$ cat src/rtl/ps2_key_matrix.sv
// PS/2 keyboard receiver with input filtering, frame checking, E0/F0 prefix
// decoding and an independent held/released bit for every mapped key.
module ps2_key_matrix #(
  parameter int SYNC_STAGES = 2,
  parameter int FILT_LEN    = 8,
  parameter int TIMEOUT_CYC = 50000,
  parameter int NUM_KEYS    = 10,
  parameter logic [NUM_KEYS*9-1:0] KEYMAP = {
    9'h070, 9'h174, 9'h16B, 9'h172, 9'h175,
    9'h029, 9'h023, 9'h01C, 9'h01B, 9'h01D}
) (
  input  logic                    clk_50m,
  input  logic                    rst,
  input  logic                    kclk,
  input  logic                    kdata,
  output logic [NUM_KEYS-1:0]     keys_held,
  output logic                    key_event,
  output logic [((NUM_KEYS > 1) ? $clog2(NUM_KEYS) : 1)-1:0] key_event_idx,
  output logic                    key_event_make,
  output logic                    scan_valid,
  output logic [7:0]              scan_code,
  output logic                    frame_err
);

  localparam int IW = (NUM_KEYS > 1) ? $clog2(NUM_KEYS) : 1;
  localparam int FW = $clog2(FILT_LEN + 1);
  localparam int TW = $clog2(TIMEOUT_CYC + 1);

  typedef enum logic [1:0] {IDLE, DATA, PARITY, STOP} state_t;

  logic [SYNC_STAGES-1:0] kclk_sync, kdata_sync;
  logic                   kclk_s, kdata_s;
  logic                   kclk_filt;
  logic [FW-1:0]          filt_cnt;
  logic                   kclk_fall;
  logic [TW-1:0]          to_cnt;
  logic                   tmo_s;
  state_t                 state, state_nx;
  logic [2:0]             bit_cnt;
  logic [7:0]             shreg;
  logic                   par;
  logic                   good_s, err_s;
  logic                   ext, brk;
  logic [NUM_KEYS-1:0]    keys_nx_s, chg_s;
  logic [IW-1:0]          ev_idx_s;
  logic                   ev_make_s;

  assign kclk_s  = kclk_sync[SYNC_STAGES-1];
  assign kdata_s = kdata_sync[SYNC_STAGES-1];

  // A falling edge is the cycle in which the filter commits a 1->0 change.
  assign kclk_fall = kclk_filt & ~kclk_s & (filt_cnt == FW'(FILT_LEN - 1));

  // Timeout only applies while a frame is in progress.
  assign tmo_s = (state != IDLE) && !kclk_fall && (to_cnt >= TW'(TIMEOUT_CYC - 1));

  // Metastability synchronisers for both raw pins; idle bus level is 1.
  always_ff @(posedge clk_50m or posedge rst) begin
    if (rst) begin
      kclk_sync  <= '1;
      kdata_sync <= '1;
    end else begin
      kclk_sync  <= {kclk_sync[SYNC_STAGES-2:0], kclk};
      kdata_sync <= {kdata_sync[SYNC_STAGES-2:0], kdata};
    end
  end

  // Glitch filter: flip only after FILT_LEN consecutive disagreeing samples.
  always_ff @(posedge clk_50m or posedge rst) begin
    if (rst) begin
      kclk_filt <= 1'b1;
      filt_cnt  <= '0;
    end else if (kclk_s == kclk_filt) begin
      filt_cnt <= '0;
    end else if (filt_cnt == FW'(FILT_LEN - 1)) begin
      kclk_filt <= kclk_s;
      filt_cnt  <= '0;
    end else begin
      filt_cnt <= filt_cnt + FW'(1);
    end
  end

  // Cycles since the last falling edge; loading 1 on the edge makes the
  // count equal the elapsed cycles, so the error lands exactly on time.
  always_ff @(posedge clk_50m or posedge rst) begin
    if (rst) begin
      to_cnt <= '0;
    end else if (kclk_fall) begin
      to_cnt <= TW'(1);
    end else if (to_cnt != TW'(TIMEOUT_CYC)) begin
      to_cnt <= to_cnt + TW'(1);
    end else begin
      to_cnt <= to_cnt;
    end
  end

  // Frame FSM state register.
  always_ff @(posedge clk_50m or posedge rst) begin
    if (rst) state <= IDLE;
    else     state <= state_nx;
  end

  // Frame FSM next state and good/error frame decisions.
  always_comb begin
    state_nx = state;
    good_s   = 1'b0;
    err_s    = 1'b0;
    if (tmo_s) begin
      state_nx = IDLE;
      err_s    = 1'b1;
    end else if (kclk_fall) begin
      case (state)
        IDLE: begin
          if (!kdata_s) state_nx = DATA;
          else          err_s    = 1'b1;
        end
        DATA: begin
          if (bit_cnt == 3'd7) state_nx = PARITY;
          else                 state_nx = DATA;
        end
        PARITY: state_nx = STOP;
        STOP: begin
          state_nx = IDLE;
          if (kdata_s && (^{shreg, par})) good_s = 1'b1;
          else                            err_s  = 1'b1;
        end
        default: state_nx = IDLE;
      endcase
    end else begin
      state_nx = state;
    end
  end

  // Frame datapath: LSB-first shift register, bit counter and parity bit.
  always_ff @(posedge clk_50m or posedge rst) begin
    if (rst) begin
      shreg   <= 8'h00;
      bit_cnt <= 3'd0;
      par     <= 1'b0;
    end else if (tmo_s) begin
      shreg   <= 8'h00;
      bit_cnt <= 3'd0;
    end else if (kclk_fall) begin
      case (state)
        IDLE:    bit_cnt <= 3'd0;
        DATA: begin
          shreg   <= {kdata_s, shreg[7:1]};
          bit_cnt <= bit_cnt + 3'd1;
        end
        PARITY:  par <= kdata_s;
        default: par <= par;
      endcase
    end
  end

  // Registered frame result strobes and the last good byte.
  always_ff @(posedge clk_50m or posedge rst) begin
    if (rst) begin
      scan_valid <= 1'b0;
      frame_err  <= 1'b0;
      scan_code  <= 8'h00;
    end else begin
      scan_valid <= good_s;
      frame_err  <= err_s;
      if (good_s) scan_code <= shreg;
    end
  end

  // Key map lookup: new held vector and lowest changed index.
  always_comb begin
    keys_nx_s = keys_held;
    ev_idx_s  = '0;
    ev_make_s = 1'b0;
    for (int k = 0; k < NUM_KEYS; k++) begin
      keys_nx_s[k] = (KEYMAP[9*k +: 9] == {ext, scan_code}) ? ~brk : keys_held[k];
    end
    chg_s = keys_nx_s ^ keys_held;
    for (int k = NUM_KEYS - 1; k >= 0; k--) begin
      ev_idx_s  = chg_s[k] ? IW'(k) : ev_idx_s;
      ev_make_s = chg_s[k] ? keys_nx_s[k] : ev_make_s;
    end
  end

  // Decoder: prefix flags, keyboard-reset bytes and key state updates.
  always_ff @(posedge clk_50m or posedge rst) begin
    if (rst) begin
      keys_held      <= '0;
      key_event      <= 1'b0;
      key_event_idx  <= '0;
      key_event_make <= 1'b0;
      ext            <= 1'b0;
      brk            <= 1'b0;
    end else begin
      key_event <= 1'b0;
      if (scan_valid) begin
        case (scan_code)
          8'hE0: ext <= 1'b1;
          8'hF0: brk <= 1'b1;
          8'hE1: ext <= ext;
          8'hAA, 8'h00, 8'hFF: begin
            keys_held <= '0;
            ext       <= 1'b0;
            brk       <= 1'b0;
          end
          default: begin
            keys_held <= keys_nx_s;
            ext       <= 1'b0;
            brk       <= 1'b0;
            if (|chg_s) begin
              key_event      <= 1'b1;
              key_event_idx  <= ev_idx_s;
              key_event_make <= ev_make_s;
            end
          end
        endcase
      end else if (frame_err) begin
        ext <= 1'b0;
        brk <= 1'b0;
      end
    end
  end

endmodule

$ cat config.mk
export PLATFORM = sky130hd
export DESIGN_NAME = ps2_key_matrix
export DESIGN_NICKNAME = d
export VERILOG_FILES = /design/src/rtl/ps2_key_matrix.sv
export SDC_FILE = /design/constraint.sdc
export NUM_CORES = 1
export LEC_CHECK = 0
export ABC_AREA = 1
export CELL_PAD_IN_SITES_DETAIL_PLACEMENT = 0
export CELL_PAD_IN_SITES_GLOBAL_PLACEMENT = 2
export CORE_MARGIN = 3
export CORE_UTILIZATION = 31
export CTS_CLUSTER_DIAMETER = 60
export DETAILED_ROUTE_END_ITERATION = 7
export GPL_TIMING_DRIVEN = 1
export PLACE_DENSITY_LB_ADDON = 0.1
export SLEW_MARGIN = 20
export SYNTH_ARGS = -nofsm -noshare
export SYNTH_HDL_FRONTEND = slang
export SYNTH_SLANG_ARGS = --single-unit
$ cat constraint.sdc
create_clock -name clk_50m -period 2.24 [get_ports clk_50m]
set_input_delay 0.672 -clock clk_50m [delete_from_list [all_inputs] [get_ports clk_50m]]
set_output_delay 0.672 -clock clk_50m [all_outputs]
set_load 0.005 [all_outputs]
After elaboration in Yosys (flattened, before gate mapping)
Index checks and enable logic that the tools add are counted.
{"block": "word_totals", "ff_bits": 67, "latchBits": 0, "mem_bits_rw": 0, "romBits": 0, "out_inout_bits": 26, "wordCells": 147, "mem_count": 0}
{"block": "classes", "addsub": 3, "n_mul": 0, "n_div": 0, "order_cmp": 1, "eq_ne": 25, "shift": 0, "muxes": 63, "bitwise": 9, "n_reduce_logical": 28}
{"operator": "$mux W4", "n": 12}
{"operator": "$eq A8 B8 Y1 const B", "n": 5}
{"operator": "$eq A9 B9 Y1 const A", "n": 4}
{"operator": "$mux W1", "n": 34}
{"operator": "$mux W16", "n": 2}
{"operator": "$eq A5 B9 Y1 const A", "n": 3}
{"operator": "$mux W8", "n": 3}
{"operator": "$pmux W10 S2", "n": 1}
{"operator": "$eq A6 B9 Y1 const A", "n": 2}
{"operator": "$add A16 B1 Y16 const B", "n": 1}
{"operator": "$ge A16 B16 Y1 const B", "n": 1}
{"operator": "$ne A16 B16 Y1 const B", "n": 1}
{"operator": "$reduce_and A2 Y1", "n": 7}
{"operator": "$reduce_bool A2 Y1", "n": 5}
{"operator": "$reduce_or A10 Y1", "n": 1}
{"operator": "$xor A10 B10 Y10", "n": 1}
{"operator": "$eq A7 B9 Y1 const A", "n": 1}
{"operator": "$reduce_xor A9 Y1", "n": 1}
{"operator": "$logic_not A8 Y1", "n": 1}
{"operator": "$mux W2", "n": 4}
{"operator": "$pmux W2 S4", "n": 1}
{"operator": "$mux W3", "n": 2}
{"operator": "$not A1 Y1", "n": 6}
{"operator": "$pmux W1 S2", "n": 3}
{"operator": "19 further kinds", "n": 27}

Logic depth before layout (Yosys ltp)
{"block": "depth", "depth_word": 13, "mapped_depth": 22}

Least setup slack after synthesis
Ideal clock, no wire load.
{"block": "synth_path", "kind": "flip-flop to flip-flop", "start": "reg scan_code[1]", "end": "reg key_event_make", "arrival_ps": 1945, "required_ps": 2124, "path_slack_ps": 179, "stages_incl_launch_ff": 16, "n_path_buf": 0, "path_cell_list": "dfrtp_1 nor2_1 nand2_1 inv_2 nand4_1 nand2_1 o21a_1 inv_1 ha_1 inv_1 nor2_1 inv_1 o21ai_4 nor2_2 nand2_1 nand2_1"}
{"block": "synth_via", "elab_chain_cells": 13, "elab_cells_between_ends": 41}
{"item": "start: declaration", "line_no": "21", "rtl": "output logic [7:0] scan_code,"}
{"item": "start signal: assignment", "line_no": "165", "rtl": "if (good_s) scan_code <= shreg;"}
{"item": "$eq A7 B9 Y1", "line_no": "175", "rtl": "keys_nx_s[k] = (KEYMAP[9*k +: 9] == {ext, scan_code}) ? ~brk : keys_held[k];"}
{"item": "$mux W1", "line_no": "175"}
{"item": "$xor A10 B10 Y10", "line_no": "177", "rtl": "chg_s = keys_nx_s ^ keys_held;"}
{"item": "$mux W1 (10 in a row)", "line_no": "180", "rtl": "ev_make_s = chg_s[k] ? keys_nx_s[k] : ev_make_s;"}
{"item": "end signal: assignment", "line_no": "212", "rtl": "key_event_make <= ev_make_s;"}
{"item": "end: declaration", "line_no": "19", "rtl": "output logic key_event_make,"}
Parallel ways exist; a longest one is shown, timed or not.
A chain may end at the register's enable or synchronous reset.

Worst setup path after layout
{"block": "layout_path", "start": "reg scan_code[3]", "end": "reg key_event_make"}
Same word-level chain as after synthesis.

==> run_results.csv <==
group,metric,value,unit
worst_hold_path,min_path_type,"register to register",
critical_path,endpoint_kind,"register",
synthesis,netlist_instances,483,
timing,fmax,488,MHz
clocking,htree_num_levels,3,
synthesis,synth_nets,498,
clocking,cts.sinks,67,
synthesis,yosysUniqueCellTypes,40,
clocking,cts_buffer_depth,2,
drt,viasPerCell,4.71,
layout,nNetsFinal,556,
layout,utilization,0.410,
timing,hold_violations,0,
critical_path,cp_max_fo,6,
timing,min_period_over_period,0.916,
drt,drt_wl_total,9.32,mm
critical_path,cp_slowest_cell,"dfrtp_1",
floorplan,start_util,0.326,
layout,fill_cells,1252,
grt,grtUsageTotal,0.149,
critical_path,worst_ep_arrival_time,2.28,ns
layout,fin_area,0.00480,mm2
floorplan,die_w,117,um
critical_path,cp_common_cell,"inv_2",
critical_path,critPathLaunchType,"register",
synthesis,syn_area,0.00381,mm2
clocking,clk_pin_slew,0.06,ns
timing,finalCriticalPeriod,2.05,ns
placement,hpwlAfterDp,7.20,mm
clocking,clk_latency,0.33,ns
clocking,postCtsHoldBufs,0,
floorplan,dieArea,0.0137,mm2
timing,slew_viol_final,0,
layout,mostFrequentLayoutCell,"nand2_1",
job,max-cap-violations,0,
critical_path,path_cells,"inv_2 > nand2_4 > inv_2 > nand2_2 > inv_2 > nand4_1 > nand2_1 > o21a_1 > inv_2 > ha_4 > inv_1 > nor2_1 > inv_2 > o21ai_4 > nor2_2 > nand2_1 > nand2_1",
critical_path,worst-path-buf-inv,6,
synthesis,yosysSeqAreaShare,0.441,
power,power,2.98,mW
grt,grt_pass1_vias,3264,
floorplan,rows,39,
synthesis,synth_ff_type,"dfrtp_1",
power,power_density,620,mW/mm2
timing,relSlewSlack,0.675,
timing,worst-slew-pin-transition,0.486,ns
drt,wire_per_inst,13.5,um
drt,drtIter0Drc,126,
drt,ant_nets,0,
layout,layout_common_cells,"nand2_1 (111), inv_1 (66), dfrtp_1 (62), o21ai_0 (33), clkdlybuf4s50_1 (29)",
grt,globalRouteOverflowTotal,0,
synthesis,synth-seq-cells,67,
clocking,tritoncts,"done",
synthesis,async_reset_ff_frac,1.00,
placement,io_buffer_count,29,
floorplan,ios,30,
outcome,status,"complete, no violations",
drt,dr_total_vias,3243,
placement,finalWeightedCongestion,0.806,
synthesis,synth_area_per_cell,7.90,um2
drt,first_pass_iters,4,
grt,antenna_found_initial,0,
synthesis,yosys-top-cells-area,"dfrtp_1 (41%), nand2_1 (11%), inv_1 (7.0%)",
synthesis,ys.warnings.count,0,
critical_path,cp_top_family,"simple AND/OR/NAND/NOR gates",
power,p_leak,2.29,nW
timing,setup_viol,0,
critical_path,cp.required,2.47,ns
synthesis,synth-edff-count,0,
layout,drive_above_1_share,0.174,
timing,tns,0,ns
timing,fin_skew,0.00422,ns
layout,antenna_cells,0,
power,vdd_drop_max,0.000295,V
floorplan,die_h,117,um
clocking,cts_buffers,9,
placement,post_dp_cell_area,0.00443,mm2
critical_path,path_class,"register to register",
layout,area_delta_synth_final,25.9,%
critical_path,cpPeakStageDelay,0.38,ns
clocking,cts_root_buf,"clkbuf_16",
floorplan,core,0.0117,mm2
synthesis,synth_top_area_frac,0.407,
drt,route.detailed.drc,0,
timing,rsz0062_at_grt,"true",
grt,grt_max_degree,30,
synthesis,yosysTopAreaCell,"dfrtp_1",
grt,grt_pass1_wl,15.8,mm
[path summary, 6_finish.rpt]
path | startpoint | end | slack [ns] | cells past startpoint
setup / recovery | scan_code[3] | key_event_make | 0.19 | 17
hold / removal | kdata_sync[0] | kdata_sync[1] | 0.35 | 0
setup reg to reg | scan_code[3] | key_event_make | 0.19 | 17
hold reg to reg | kdata_sync[0] | kdata_sync[1] | 0.35 | 0
max in group asynchronous | rst | keys_held[3] | 1.01 | 3
min in group asynchronous | rst | filt_cnt[2] | 0.71 | 2
[layout make-up]
| class | count | area (um2) | share of cell area |
|---|---|---|---|
| multi-input cells | 331 | 1860 | 0.387 |
| clock inverters | 5 | 52.6 | 0.0109 |
| flip-flops and latches | 67 | 1680 | 0.350 |
| inverters | 78 | 297 | 0.0617 |
| clock buffers | 11 | 243 | 0.0505 |
| repair buffers | 54 | 490 | 0.102 |
| well taps | 143 | 179 | 0.0372 |
[state kept, by name (all words and copies together) (netlist names)]
signal / cells
to_cnt: 16
keys_held: 10
scan_code: 8
shreg: 8
filt_cnt: 4
key_event_idx: 4
bit_cnt: 3
kclk_sync: 2
kdata_sync: 2
state: 2
brk: 1
ext: 1
frame_err: 1
kclk_filt: 1
key_event: 1
key_event_make: 1
par: 1
scan_valid: 1
[cell families (layout without fill, tap and decap cells)]
logic type | count (synthesis) | count (layout) | share of synthesized area
xor gates and xnor gates | 10 | 10 | 0.0230
muxes | 1 | 1 | 0.00262
buffers and inverters | 85 | 148 | 0.0846
AOI/OAI and AO/OA | 87 | 87 | 0.130
DFF | 67 | 67 | 0.441
adders and majority gates | 11 | 11 | 0.0361
and+or+nand+nor | 222 | 222 | 0.283
[synthesized netlist by cell type, types with 7 or more instances]
| library cell | number |
|---|---|
| o21ai_0 | 33 |
| dfrtp_1 | 62 |
| inv_1 | 71 |
| a21oi_1 | 25 |
| nand4_1 | 12 |
| nand2_1 | 113 |
| o22ai_1 | 15 |
| nor2_1 | 27 |
| inv_2 | 7 |
| nand3_1 | 27 |
| nor3_1 | 13 |
| ha_1 | 11 |
[layer usage]
layer,global-route usage,part of all wire,vias up
li1,-,-,1698
met1,0.202,0.51,1486
met2,0.231,0.44,46
met3,0.0324,0.030,13
met4,0.0635,0.019,0
met5,0,0,-
[metrics by stage]
step / hold WS (ns) / worst slack, ns / std cells
floorplan: 0.345 / 0.179 / 483
global placement: 0.346 / 0.117 / 669
detailed placement: 0.347 / 0.0715 / 669
CTS: 0.355 / 0.0538 / 685
global route: 0.359 / -0.0403 / 689
finish: 0.354 / 0.189 / 689
[report_power, final]
part	internal [mW]	total (mW)	switching [mW]
registers	1.29	1.35	0.0581
logic	0.0771	0.205	0.128
clock network	0.886	1.42	0.537
total	2.25	2.98	0.722
[repair_timing]
item                                    in CTS  in global routing
hold endpoints to repair                     0                  0
setup buffers                                0                  4
gates resized for setup                      0                 15
endpoints found under the setup margin       0                  7
No activity file was read; power rests on OpenSTA's default activity.
